**config.mk**
```make
export PLATFORM = sky130hd
export DESIGN_NAME = clk_div_ctrl
export DESIGN_NICKNAME = d
export VERILOG_FILES = /design/src/rtl/clk_div_ctrl.sv
export SDC_FILE = /design/constraint.sdc
export NUM_CORES = 1
export LEC_CHECK = 0
export ABC_AREA = 1
export CAP_MARGIN = 20
export CORE_MARGIN = 2
export CORE_UTILIZATION = 55
export CTS_CLUSTER_DIAMETER = 100
export DETAILED_ROUTE_END_ITERATION = 10
export PLACE_DENSITY = 0.81
export RECOVER_POWER = 50
export SYNTH_ARGS = -nofsm -noshare
export SYNTH_HDL_FRONTEND = slang
export SYNTH_SLANG_ARGS = --single-unit
```
**constraint.sdc**
```tcl
create_clock -name clk -period 5.25 [get_ports clk]
set_input_delay 1.05 -clock clk [delete_from_list [all_inputs] [get_ports clk]]
set_output_delay 1.05 -clock clk [all_outputs]
set_load 0.01 [all_outputs]
```
**src/rtl/clk_div_ctrl.sv**
```systemverilog
// Programmable clock-enable generator: one prescaler counter producing a 1-cycle tick
// and a registered square clk_out, with start/stop, one-shot and deferred divisor reload.
module clk_div_ctrl #(
    parameter int CNT_W   = 16,
    parameter int DEF_DIV = 2,
    parameter int NT_W    = 8
) (
    input  logic             clk,
    input  logic             reset,
    input  logic             start,
    input  logic             stop,
    input  logic             mode,
    input  logic             load,
    input  logic [CNT_W-1:0] div_val,
    input  logic [NT_W-1:0]  nticks,
    output logic             tick,
    output logic             clk_out,
    output logic             busy,
    output logic             done,
    output logic [1:0]       state_dbg
);

    typedef enum logic [1:0] {
        S_IDLE = 2'd0,
        S_RUN  = 2'd1,
        S_DONE = 2'd2
    } state_t;

    state_t           state, state_d;
    logic [CNT_W-1:0] cnt, cnt_d;
    logic [CNT_W-1:0] div_r, div_d;
    logic [NT_W-1:0]  nt_r, nt_d;
    logic [NT_W:0]    tick_left, tl_d;
    logic             pend, pend_d;
    logic [CNT_W-1:0] pend_div, pdiv_d;
    logic [NT_W-1:0]  pend_nt, pnt_d;
    logic             mode_r, mode_d;
    logic             tick_d, clk_out_d, busy_d, done_d;

    logic [CNT_W-1:0] eff_div;
    logic             terminal;
    logic [NT_W-1:0]  start_nt;

    assign eff_div   = (div_r == '0) ? CNT_W'(1) : div_r;
    assign terminal  = (cnt == eff_div - CNT_W'(1));
    // A load in the same cycle as start takes effect for that start.
    assign start_nt  = load ? nticks : nt_r;
    assign state_dbg = state;

    always_comb begin
        state_d   = state;
        cnt_d     = cnt;
        div_d     = div_r;
        nt_d      = nt_r;
        tl_d      = tick_left;
        pend_d    = pend;
        pdiv_d    = pend_div;
        pnt_d     = pend_nt;
        mode_d    = mode_r;
        tick_d    = 1'b0;
        clk_out_d = clk_out;
        done_d    = 1'b0;

        // Outside IDLE a load is held pending until a safe boundary.
        if (state != S_IDLE && load) begin
            pend_d = 1'b1;
            pdiv_d = div_val;
            pnt_d  = nticks;
        end

        case (state)
            S_IDLE: begin
                if (load) begin
                    div_d = div_val;
                    nt_d  = nticks;
                end
                if (start && !stop) begin
                    state_d = S_RUN;
                    cnt_d   = '0;
                    mode_d  = mode;
                    tl_d    = (start_nt == '0) ? {1'b1, {NT_W{1'b0}}} : {1'b0, start_nt};
                end
            end
            S_RUN: begin
                if (stop) begin
                    state_d   = S_IDLE;
                    cnt_d     = '0;
                    clk_out_d = 1'b0;
                    if (pend_d) begin
                        div_d  = pdiv_d;
                        nt_d   = pnt_d;
                        pend_d = 1'b0;
                    end
                end else if (terminal) begin
                    cnt_d     = '0;
                    tick_d    = 1'b1;
                    clk_out_d = ~clk_out;
                    if (pend_d) begin
                        div_d  = pdiv_d;
                        nt_d   = pnt_d;
                        pend_d = 1'b0;
                    end
                    if (mode_r) begin
                        tl_d = tick_left - (NT_W+1)'(1);
                        if (tick_left == (NT_W+1)'(1)) begin
                            state_d   = S_DONE;
                            clk_out_d = 1'b0;
                        end
                    end
                end else begin
                    cnt_d = cnt + CNT_W'(1);
                end
            end
            S_DONE: begin
                state_d = S_IDLE;
                done_d  = 1'b1;
                if (pend_d) begin
                    div_d  = pdiv_d;
                    nt_d   = pnt_d;
                    pend_d = 1'b0;
                end
            end
            default: begin
                state_d = S_IDLE;
            end
        endcase

        busy_d = (state_d == S_RUN);
    end

    always_ff @(posedge clk or negedge reset) begin
        if (!reset) begin
            state     <= S_IDLE;
            cnt       <= '0;
            div_r     <= CNT_W'(DEF_DIV);
            nt_r      <= '0;
            tick_left <= '0;
            pend      <= 1'b0;
            pend_div  <= '0;
            pend_nt   <= '0;
            mode_r    <= 1'b0;
            tick      <= 1'b0;
            clk_out   <= 1'b0;
            busy      <= 1'b0;
            done      <= 1'b0;
        end else begin
            state     <= state_d;
            cnt       <= cnt_d;
            div_r     <= div_d;
            nt_r      <= nt_d;
            tick_left <= tl_d;
            pend      <= pend_d;
            pend_div  <= pdiv_d;
            pend_nt   <= pnt_d;
            mode_r    <= mode_d;
            tick      <= tick_d;
            clk_out   <= clk_out_d;
            busy      <= busy_d;
            done      <= done_d;
        end
    end

endmodule

```
==> impl_results.md <==
* Post-synthesis cell type count at between 40 and 50
* Worst reg2reg path startpoint: div_r[8]
* Setup Total Neg Slack at 0 ns
* Number of instances in the synthesized netlist at 619
* Clock transition time at the flip-flop clock pins of the worst setup and hold paths at 0.08 ns
* Routed length per instance at 13.5 µm
* Crit path largest cell delay at 0.57 ns
* Worst Setup End Kind: flip-flop
* Startpoint of the lowest-slack hold path: pend_div[0]
* Sequential element share of the synthesized area at 0.427
* Max Fclk at 282 MHz
* Number of pins with negative max-slew slack in the final report at 0
* Sequential share of power at 0.370
* Number of buffers between clock root and the deepest sink at 2
* Final Skew at between 0.008 and 0.009 ns
* Logic pwr share at 0.485
* Endpoints failing setup at 0
* Post CTS Setup Buffer Count at 0
* 1st-iter DRT viols at 266
* Antenna violation net count after detailed routing at 0
* Source-to-sink clock delay at the later pin of the worst-skew pair at 0.36 ns
* Antenna diodes at 0
* Cell repeated most along the worst path: nand2_1
* Number of top-level design ports at 36
* H-tree depth at 3
* Required time at the endpoint of the critical path at 5.48 ns
* Crit path setup slack, layout at roughly 1.7 ns
* Via count of the first global-routing pass at 4140
* Dominant cells by area after synthesis: dfrtp_1, nand2_1, o21ai_0
* Average footprint of a synthesized cell at around 7.7 µm²
* Worst Path Buf+Inv at 3
* Cell class contributing the biggest share of worst-path delay: simple AND/OR/NAND/NOR gates
* Switching Power at 1.26 mW
* Fin. Hold Viols at 0
* Die height at between 90 and 100 µm
* Worst EP arrival at approximately 3.8 ns
* Switching Fraction at 0.452
* Sequential cell area at 2030 µm²
* Total Wirelength at 10200 µm
* Row count at 33
* Netlist area before placement at 4750 µm²
* Total Nets Final at 683
* Total cell area at the placement stage at 5140 µm²
* Warnings, synthesis at 0
* Leakage dissipation at 2.56 nW
* EDFF count, synth at 0
* Hold-critical path depth at 2
* Final Power at roughly 2.8 mW
* Number of placed instances with taps included at 739
* Post-CTS Hold Buffers at 0
* Tcrit/Tclk final at 0.676
* Post-detail-place hpwl at 7270 µm
* Max-cap check violation count at 0
* Clock tree from TritonCTS: built
* Remaining global-route overflow at 0
* Layout-stage area growth over the synthesis result at 12.1%
* Share of layout cells above drive strength 1 at 0.0923
* Gpl congestion at about 0.9
* Port-buffer cells at 35
* Slowest CP cell: dlygate4sd3_1
* Core Util, Final at 0.641
* Main flop type after synthesis: dfrtp_1
* Synthesized Nets at 656
* Mean number of vias per cell at 5.43
* Kind of path behind the tightest hold check: reg -> reg
* CTS Root Cell: clkbuf_8
* Global-route wire length before repair at 18000 µm
* Type of the worst setup path: in -> reg
* Area occupied by multi-input gates at 2310 µm²
* Setup repair after global routing missed its margin: false
* Count leader, synth: nand2_1
* Tightest slew margin relative to the limit at 0.0259
* Overall routing resource usage at 0.230
* Sequence of cells on the critical path: dlygate4sd3_1 > inv_1 > nand2_1 > nand2_1 > o21ai_0 > inv_2 > nand4_1 > nor2_1 > nand2_1 > nor2_1 > nand2_1 > nor3_1 > xnor2_1 > a21oi_1
* Cell area after layout at 5320 µm²
* Synth area leader: dfrtp_1
* Starting Density at 0.572
* Actual transition at the worst max-transition pin at 1.46 ns
* Pint at 1.53 mW
* Resized Gates After CTS at 0
* Maximum fanout encountered on the critical timing path at 19
* Area share of the leading cell type in the synthesized netlist at 0.422
* Clk network pwr share at 0.144
* Floorplan Core Area at ~8300 µm²
* Total clock buffers created by CTS at 9
* FF-to-FF End: div_r[11]
* Proportion of register bits with asynchronous set or reset after synthesis at 1.00
* Non-Filler Instances at 755
* FF-to-FF setup slack at between 1.5 and 2 ns
* Element type at the critical path start: input port
* Final Critical Period at approximately 3.6 ns
* Width of the chip at 96.9 µm
* Flops & latches, synth at 81
* Maximum VDD drop at around 0.00027 V
* Remaining routing DRC violations at 0
* Hold path endpoint: pend_div[0]
* Power density over the cells at 523 nW/µm²
* Hold_ws at 0.496 ns
* Status: finished clean
* Pin count of the biggest net entering global routing at 82
* Placement Setup Slack at 1.50 ns
* FILL cells at 716
* Area of the die at 9390 µm²
* Count of clock tree sinks at 81
* Ranking of synthesized cells by instance count: nand2_1, o21ai_0, dfrtp_1
* Number of cells traversed by the worst register-to-register path at 21
* First-pass detailed-route iteration total at 4
* Routed via count at between 4000 and 5000
* Antenna violations before repair at 0
[sequential cells by signal (all words and copies together), names as in the netlist]
register   cells
tick           1
busy           1
state_dbg      2
clk_out        1
pend_div      16
cnt           16
div_r         16
tick_left      9
pend_nt        8
done           1
nt_r           8
mode_r         1
pend           1
[how the worst max path moves through the flow]
stage                        start   endpoint  slack, ns  depth (start not counted)
final                         stop    cnt[13]       1.70                         14
after global routing          stop    cnt[13]       1.40                         14
after CTS                     stop    cnt[13]       1.86                         14
after detailed placement      stop    cnt[13]       1.50                         14
after global placement        load  div_r[12]       1.66                          7
after floorplan           div_r[1]   div_r[4]       2.62                         21
[power by group through the flow]
stage | Sequential [mW] | Clock (mW) | Combinational [mW]
2_1_floorplan | 0.994 | 0 | 1.10
3_3_place_gp | 1.03 | 0 | 1.27
3_5_place_dp | 1.04 | 0 | 1.34
4_1_cts | 1.03 | 0.408 | 1.35
5_1_grt | 1.06 | 0.433 | 1.54
6_report | 1.03 | 0.402 | 1.35
[cells by family after synthesis]
family                   synth area share
multiplexers                      0.00448
XOR/XNOR                           0.0432
AND/OR/NAND/NOR                     0.259
buffers and inverters              0.0862
AO/OA/AOI/OAI                       0.161
flip-flops                          0.427
adder cells (fa/ha/maj)            0.0185
[cell usage in the layout, fill, tap and decap left out, types with 2 or more instances in the layout]
cell type	count
o21ai_0	85
dfrtp_1	80
xor2_1	12
a21oi_1	20
clkbuf_1	2
nand2_4	2
ha_1	7
clkinv_2	4
clkdlybuf4s50_1	32
xnor2_1	6
nor2_4	3
xnor3_2	2
o21ai_2	19
and3_1	4
nand3_1	29
nor3_1	6
inv_1	77
nor2_1	40
nand2_1	165
nand2_2	6
buf_16	2
nand4_1	12
a21boi_0	2
dlygate4sd3_1	2
clkbuf_8	10
nor2_2	4
[layer usage]
layer,vias up,share of wire,GRT usage
li1,2057,-,-
met1,1942,0.43,0.275
met2,76,0.51,0.404
met3,24,0.035,0.0527
met4,0,0.021,0.0813
met5,-,0,0
[area by class of cell]
| type | instances | area share |
|---|---|---|
| tap | 105 | 0.0247 |
| clock inverter | 4 | 0.00376 |
| timing repair buffer | 37 | 0.0750 |
| clock buffer | 11 | 0.0266 |
| multi-input combinational | 439 | 0.434 |
| inverter | 78 | 0.0550 |
| sequential | 81 | 0.381 |
[worst register-to-register path, cell delays in order, from the launching register on]
cell	delay, ns
dfrtp_1	0.45
nor2_1	0.20
nand2_1	0.13
nor2_2	0.13
nand2_2	0.14
nand2_1	0.13
inv_1	0.05
ha_1	0.23
nand2_2	0.14
nor2_4	0.07
nand2_1	0.06
nand2_1	0.04
nand2_1	0.10
o21ai_0	0.08
nor2_1	0.11
nand2_1	0.09
nor2_4	0.18
nand2_4	0.10
nand2_4	0.17
nand3_4	0.37
nand2_1	0.23
o21ai_2	0.07
Power figures use the tool's default switching activity.
